--- config.mk ---
export PLATFORM = sky130hd
export DESIGN_NAME = dmac_engine
export DESIGN_NICKNAME = d
export VERILOG_FILES = /design/src/rtl/dmac_engine.sv
export SDC_FILE = /design/constraint.sdc
export NUM_CORES = 1
export LEC_CHECK = 0
export CAP_MARGIN = 0
export CORE_MARGIN = 2
export CORE_UTILIZATION = 25
export CTS_CLUSTER_SIZE = 12
export DETAILED_ROUTE_END_ITERATION = 6
export GPL_TIMING_DRIVEN = 0
export HOLD_SLACK_MARGIN = 0.08
export PLACE_DENSITY = 0.6
export SLEW_MARGIN = 20
export SYNTH_ARGS = -nofsm -noshare
export SYNTH_HDL_FRONTEND = slang
export SYNTH_SLANG_ARGS = --single-unit
--- constraint.sdc ---
create_clock -name clk -period 1.72 [get_ports clk]
set_input_delay 0.43 -clock clk [delete_from_list [all_inputs] [get_ports clk]]
set_output_delay 0.43 -clock clk [all_outputs]
set_load 0.05 [all_outputs]
--- src/rtl/dmac_engine.sv ---
// Single-channel word-by-word DMA copy engine.
// Each word is one AR/R read followed by one AW/W/B write, with no overlap between them.
module dmac_engine #(
    parameter int LEN_W = 16
) (
    input  logic             clk,
    input  logic             rst_n,
    input  logic [31:0]      src_addr_i,
    input  logic [31:0]      dst_addr_i,
    input  logic [LEN_W-1:0] byte_len_i,
    input  logic             start_i,
    output logic             done_o,
    output logic [31:0]      araddr_o,
    output logic             arvalid_o,
    input  logic             arready_i,
    input  logic [31:0]      rdata_i,
    input  logic             rvalid_i,
    output logic             rready_o,
    output logic [31:0]      awaddr_o,
    output logic             awvalid_o,
    input  logic             awready_i,
    output logic [31:0]      wdata_o,
    output logic             wlast_o,
    output logic             wvalid_o,
    input  logic             wready_i,
    input  logic             bvalid_i,
    output logic             bready_o
);
    localparam logic [2:0] IDLE  = 3'd0;
    localparam logic [2:0] RREQ  = 3'd1;
    localparam logic [2:0] RDATA = 3'd2;
    localparam logic [2:0] WREQ  = 3'd3;
    localparam logic [2:0] WDATA = 3'd4;
    localparam logic [2:0] WRESP = 3'd5;

    localparam logic [LEN_W-3:0] CNT_ONE = 1;

    logic [2:0]       state;
    logic [31:0]      src_q;
    logic [31:0]      dst_q;
    logic [31:0]      data_q;
    logic [LEN_W-3:0] cnt_q;
    logic [LEN_W-3:0] words;

    // Sub-word length bits are dropped; only whole words are moved.
    assign words = byte_len_i[LEN_W-1:2];

    always_ff @(posedge clk or negedge rst_n) begin
        if (!rst_n) begin
            state  <= IDLE;
            src_q  <= '0;
            dst_q  <= '0;
            data_q <= '0;
            cnt_q  <= '0;
        end else begin
            case (state)
                IDLE: begin
                    if (start_i && (words != '0)) begin
                        src_q <= src_addr_i;
                        dst_q <= dst_addr_i;
                        cnt_q <= words;
                        state <= RREQ;
                    end
                end
                RREQ: begin
                    if (arready_i) state <= RDATA;
                end
                RDATA: begin
                    if (rvalid_i) begin
                        data_q <= rdata_i;
                        state  <= WREQ;
                    end
                end
                WREQ: begin
                    if (awready_i) state <= WDATA;
                end
                WDATA: begin
                    if (wready_i) state <= WRESP;
                end
                WRESP: begin
                    if (bvalid_i) begin
                        src_q <= src_q + 32'd4;
                        dst_q <= dst_q + 32'd4;
                        cnt_q <= cnt_q - CNT_ONE;
                        state <= (cnt_q == CNT_ONE) ? IDLE : RREQ;
                    end
                end
                default: state <= IDLE;
            endcase
        end
    end

    // Handshake outputs decode straight from the state register, so reset clears them at once.
    assign done_o    = (state == IDLE);
    assign arvalid_o = (state == RREQ);
    assign rready_o  = (state == RDATA);
    assign awvalid_o = (state == WREQ);
    assign wvalid_o  = (state == WDATA);
    assign wlast_o   = (state == WDATA);
    assign bready_o  = (state == WRESP);

    assign araddr_o  = src_q;
    assign awaddr_o  = dst_q;
    assign wdata_o   = data_q;
endmodule

==> impl_metrics.yaml, run 1 <==
power:
  p_per_area_nw_per_um2: 2180
  p_leak_nw: 4.76
  vdd.ir_drop.worst_mv: 0.898
  power_w: 0.0262
cells_and_area:
  fin_nets: 1135
  syn_to_final_growth_pct: 88.6
  drive_gt1_share_pct: 50.4
  finalNonFillerCells: 1354
  finalInstanceArea_um2: 12000
  insertedDiodeCount: 0
timing:
  max_freq_ghz: 0.494
  finClkSkew_ns: 0.0125
  slew_headroom_pct: 56.2
  report.final.slew_viol_count: 0
  finalHoldViolCount: 0
  worst_hold_slack_ns: 0.338
  worst_slew_pin_slew_ns: 0.657
  setup_viol: 112
  fin_crit_sh_pct: 118
  rsz0062_at_grt: "true"
  layout_setup_ws_ns: -0.303
  period_needed_ns: 2.02
logic_synthesis:
  async_flop_share_pct: 100
  ys_warn_count: 0
  syn_nets: 816
  synth.distinct_cells: 64
  avgSynthCellArea_um2: 9.20
  synth_area_leader_cell: "dfrtp_1"
  syn_inst: 692
  ys_seq_area_share_pct: 44.4
  synth_area_leaders: "dfrtp_1 (44%), a21oi_1 (5.8%), mux2_2 (5.7%), o21ai_0 (4.2%), nand2_1 (4.0%)"
  syn_area_um2: 6370
  synth_commonest_cells: "dfrtp_1 (113), a21oi_1 (74), nand2_1 (67), o21ai_0 (53), nor2_1 (46)"
  synth.top_cell.area_share_pct: 44.4
  synth-seq-cells: 113
  synth_ff_type: "dfrtp_1"
  synth_most_common_cell: "dfrtp_1"
  synth_edf_count: 0
worst_hold_path:
  hold_path_class: "input port to flop"
cts:
  root_buffer: "clkbuf_16"
  cts_max_level: 4
  clock_latency_ns: 0.43
  cts_max_path_buffers: 2
  numCtsBuffers: 17
  clk_pin_slew_worst_paths_ns: 0.05
  cts_tree: "yes"
  clock-sinks: 113
critical_path:
  crit_chain: "buf_6 > or3_4 > inv_2 > buf_8"
  arrival_ns: 1.59
  critPathMaxFanout: 5
  worstSetupStartpointType: "flop"
  crit_buf_inv: 3
  cpPeakStageDelay_ns: 0.43
  critical_path_class: "flop to primary output"
  critical_path.slowest_cell: "or3_4"
  crit_family: "simple AND/OR/NAND/NOR gates"
  cp-end-kind: "primary output"
  worstPathRequired_ns: 1.29
route:
  first_pass_iters: 5
  wire_per_inst_um: 23.3
  vias: 7571
  drtAntennaViolNets: 0
  via_per_inst: 5.59
  drc: 0
  drtIter0Drc: 815
  drt-total-wl_um: 31500
global_routing:
  grt_pass1_wl_um: 45400
  antenna_found_initial: 0
  grt_max_degree: 65
  grt_pass1_vias: 7327
  overflow: 0
  track_usage_pct: 22.7
run_status:
  outcome: "finished, violations left"
  violations: "negative setup slack"
placement:
  gp_congestion: 0.872
  dp_hpwl_um: 19600
  dpl-instance-area_um2: 9410
  post-place-ws_ns: -1.07
  dp_cells: 1243
  port_buffers: 220
floorplan:
  initial_core_util_pct: 25.4
  rows: 58
  num_io_pins: 223
  core-area_um2: 25100
  die_w_um: 164
  die_h_um: 164
  die_area_um2: 26800
job:
  maxCapViolations: 0
==> logic make-up (layout without fill, tap and decap cells) <==
logic type	count (synthesis)	in the layout	synth area share [%]
mux	36	36	6.31
buf+inv	64	396	4.85
flops	113	113	44.4
simple gates	232	232	18.5
compound gates	243	243	25.2
fa+ha+maj	4	4	0.786
==> placed cells by master (no fill, tap or decap), drive strengths merged, types with 4 or more instances in the layout <==
master / Yosys / routed
nor2: 47 / 47
and3: 14 / 14
clkdlybuf4s50: 0 / 102
clkdlybuf4s15: 0 / 70
and2: 11 / 11
a21oi: 84 / 84
clkbuf: 22 / 56
buf: 27 / 131
o2bb2ai: 4 / 4
nor3: 16 / 16
ha: 4 / 4
a31oi: 10 / 10
a2bb2oi: 17 / 17
o22ai: 27 / 27
dfrtp: 113 / 113
o22a: 11 / 11
nand3: 30 / 30
mux2: 33 / 33
dlygate4sd2: 0 / 4
o21ai: 58 / 58
nand2: 67 / 67
nand4: 20 / 20
inv: 15 / 16
a22oi: 4 / 4
clkinv: 0 / 6
nor4: 10 / 10
==> worst register-to-register path, stage by stage (launching register included) <==
cell       delay (ns)
dfrtp_1          0.39
buf_6            0.14
or3_4            0.43
buf_6            0.14
o21ai_4          0.19
buf_12           0.15
buf_6            0.10
buf_12           0.13
o21ai_2          0.07
o2bb2ai_1        0.13
==> repair_timing <==
| action | CTS | global route |
|---|---|---|
| gates resized for setup | 584 | 168 |
| endpoints found under the setup margin | 182 | 142 |
| pin swaps | 41 | 32 |
| setup buffers | 36 | 38 |
| endpoints found under the hold margin | 63 | 0 |
| hold buffers | 1 | 0 |
| gates cloned | 16 | 4 |
==> sequential cells by signal, summed over array words and instances (netlist names) <==
name,count
awaddr_o,32
wdata_o,32
cnt_q,14
araddr_o,32
state,3
==> area by class of cell <==
type	count	area (um^2)
plain buffers	46	591
clock buffers	19	433
clock inverters	13	163
fillers	2286	13100
inverters	15	61.3
multi-input cells	515	4260
flip-flops and latches	113	2890
well taps	330	413
repair buffers	303	3200
==> per-layer routing <==
metal  global-route usage [%]  vias up  wire length (um)
met1                     30.0     3728             12800
li1                         -     3251                 -
met3                     5.79      116              2830
met2                     36.0      476             14800
met5                        0        -                 0
met4                     7.81        0              1110
==> per-stage QoR <==
| step | util, % | setup TNS, ns |
|---|---|---|
| floorplan | - | -4.99 |
| global placement | 37.4 | -624.29 |
| detailed placement | 37.5 | -73.07 |
| CTS | 46.6 | -13.16 |
| global route | 47.8 | -19.98 |
| finish | 47.8 | -15.75 |
==> power breakdown <==
group / total (W) / switching, W / internal, W / leakage (nW)
registers: 0.00583 / 0.00172 / 0.00411 / 1.27
logic: 0.0167 / 0.00982 / 0.00685 / 3.20
clock network: 0.00369 / 0.00141 / 0.00228 / 0.283
total: 0.0262 / 0.0129 / 0.0132 / 4.76
==> final timing paths <==
| check | from | end | slack [ns] | depth (start not counted) |
|---|---|---|---|---|
| worst max-delay path | state[0] | done_o | -0.30 | 4 |
| worst min-delay path | byte_len_i[3] | cnt_q[1] | 0.34 | 3 |
| worst max register to register | state[0] | cnt_q[10] | -0.27 | 9 |
| worst min register to register | araddr_o[0] | araddr_o[0] | 0.49 | 2 |
| max in group asynchronous | rst_n | araddr_o[20] | 0.39 | 3 |
| min in group asynchronous | rst_n | wdata_o[18] | 0.58 | 2 |
Note: power is estimated with default switching activity, not from simulation.
==> run 2, diff against run 1 <==
- CORE_UTILIZATION: 25 -> 50
- DONT_BUFFER_PORTS: not set -> 1
- PLACE_DENSITY: 0.6 -> 0.77
- SKIP_CTS_REPAIR_TIMING: not set -> 1
==> run 2 against run 1 <==
The run ends with negative hold slack, negative setup slack left. Clock power increased by 7.3%. Via count shrank 7.3%. Clock skew fell by 0.0037 ns. Worst setup slack lost 0.11 ns. First-iteration DRC count up 34%. Cell area shrank 22%. Critical path depth rose by 3. Flip-flop and latch count unchanged. Critical path type is now flop to flop. Critical endpoint is now awaddr_o[29].
==> impl_metrics.yaml, run 2 (same netlist as run 1, synthesis figures left out) <==
run_status:
  outcome: "finished, violations left"
  violations: "negative hold slack, negative setup slack"
critical_path:
  crit_family: "compound AO/OA/AOI/OAI gates"
  crit_chain: "buf_6 > or3_4 > buf_6 > o21a_4 > buf_12 > a21oi_1 > a2bb2oi_1"
  worstSetupStartpointType: "flop"
  critPathMaxFanout: 10
  cpPeakStageDelay_ns: 0.43
  reg2reg_depth: 7
  crit_buf_inv: 3
  r2r-start: "state[0]"
  reg2reg_slack_ns: -0.41
  cp-end-kind: "flop"
  cp_common_cell: "buf_6"
  worstPathRequired_ns: 2.04
  arrival_ns: 2.45
  critical_path.slowest_cell: "dfrtp_1"
  critical_path_class: "flop to flop"
  r2r_end: "awaddr_o[29]"
route:
  drt-total-wl_um: 27100
  wl_met1_um: 9170
  first_pass_iters: 6
  vias: 7018
  via_per_inst: 7.29
  wl_met3_um: 3930
  wire_per_inst_um: 28.2
  wl_met2_um: 12300
  drc: 0
  drtIter0Drc: 1092
  top_layer: "met4"
  drtAntennaViolNets: 0
power:
  p_leak_nw: 3.67
  p_per_area_nw_per_um2: 2510
  clkPwrFrac_pct: 16.8
  power_frac_seq_pct: 43.0
  internal_power_w: 0.0114
  vdd.ir_drop.worst_mv: 1.38
  switchingPower_w: 0.0122
  power_w: 0.0235
  swShare_pct: 51.6
  combPwrFrac_pct: 40.2
floorplan:
  initial_core_util_pct: 50.9
  core-area_um2: 12500
  die_w_um: 117
  rows: 41
  num_io_pins: 223
  die_area_um2: 13700
  die_h_um: 117
timing:
  period_needed_ns: 2.13
  finalHoldViolCount: 113
  max_freq_ghz: 0.470
  layout_setup_ws_ns: -0.410
  slew_headroom_pct: 45.9
  fin_crit_sh_pct: 124
  report.final.slew_viol_count: 0
  worst_hold_slack_ns: -0.294
  setup_viol: 113
  finClkSkew_ns: 0.00882
  rsz0062_at_grt: "true"
  worst_slew_pin_slew_ns: 0.811
cts:
  clock-sinks: 113
  cts_max_level: 4
  cts_tree: "yes"
  numCtsBuffers: 17
  clock_latency_ns: 0.43
  clk_pin_slew_worst_paths_ns: 0.06
  cts_max_path_buffers: 2
  root_buffer: "clkbuf_16"
cells_and_area:
  multiInputGateArea_um2: 4160
  fillCellCount: 783
  drive_gt1_share_pct: 48.4
  fin_nets: 901
  seqCellArea_um2: 2930
  syn_to_final_growth_pct: 47.2
  layout_common_cells: "nand2_1 (62), dfrtp_1 (62), a21oi_1 (46), buf_4 (39), nor2_1 (36)"
  finalNonFillerCells: 963
global_routing:
  overflow: 0
  grt_pass1_wl_um: 33200
  track_usage_pct: 32.6
  antenna_found_initial: 0
  grt_max_degree: 114
  grt_pass1_vias: 5943
placement:
  post-place-ws_ns: -0.571
  dp_hpwl_um: 15700
  dp_cells: 864
  gp_congestion: 0.918
  port_buffers: 0
worst_hold_path:
  hold_path_class: "input port to asynchronous set/reset pin"
job:
  maxCapViolations: 0
-- run 2: through the flow --
step | instance area [um^2] | utilization [%] | hold slack (ns) | setup TNS [ns]
after floorplan | 6770 | - | 0.134 | -4.99
after global placement | 6980 | 55.8 | 0.137 | -39.78
after detailed placement | 6980 | 55.8 | 0.138 | -42.45
after CTS | 7640 | 61.0 | -0.304 | -42.72
after global routing | 9370 | 74.8 | -0.306 | -31.19
final | 9370 | 74.9 | -0.294 | -28.17
-- run 2: area by class of cell --
type                    instances  area share [%]
multi-input cells             515            44.4
well taps                     172            2.30
clock inverters                11            1.95
inverters                      15           0.721
plain buffers                  47            5.60
diodes                          1          0.0267
repair buffers                 68            8.67
clock buffers                  21            5.02
flip-flops and latches        113            31.3
-- run 2: worst register-to-register path: cells and delay by family, from the launching register on --
kind | cells | cell delay (ns)
buffers and inverters | 3 | 0.49
AOI/OAI and AO/OA | 3 | 0.72
DFF | 1 | 0.43
and+or+nand+nor | 1 | 0.38
-- run 2: worst max path at each step --
| stage | to | cells past startpoint | slack (ns) | startpoint |
|---|---|---|---|---|
| 5_1_grt | awaddr_o[29] | 7 | -0.41 | state[0] |
| 6_report | awaddr_o[29] | 7 | -0.41 | state[0] |
| 3_5_place_dp | awaddr_o[9] | 5 | -0.57 | byte_len_i[5] |
| 3_3_place_gp | awaddr_o[4] | 5 | -0.56 | byte_len_i[5] |
| 2_1_floorplan | wdata_o[18] | 7 | -0.16 | state[2] |
| 4_1_cts | bready_o | 5 | -0.72 | state[1] |
-- run 2: layer usage --
| metal | global-route usage [%] | vias to the layer above |
|---|---|---|
| met3 | 12.4 | 203 |
| met5 | 0 | - |
| met1 | 41.1 | 3385 |
| met2 | 49.2 | 652 |
| li1 | - | 2778 |
| met4 | 16.4 | 0 |
-- run 2: power by group through the flow --
stage	combinational [W]	sequential, W	clock (W)
after floorplan	0.00472	0.00919	0
after global placement	0.00574	0.00967	0
after detailed placement	0.00597	0.00975	0
after CTS	0.00603	0.00971	0.00394
after global routing	0.00985	0.0103	0.00408
final	0.00947	0.0101	0.00396
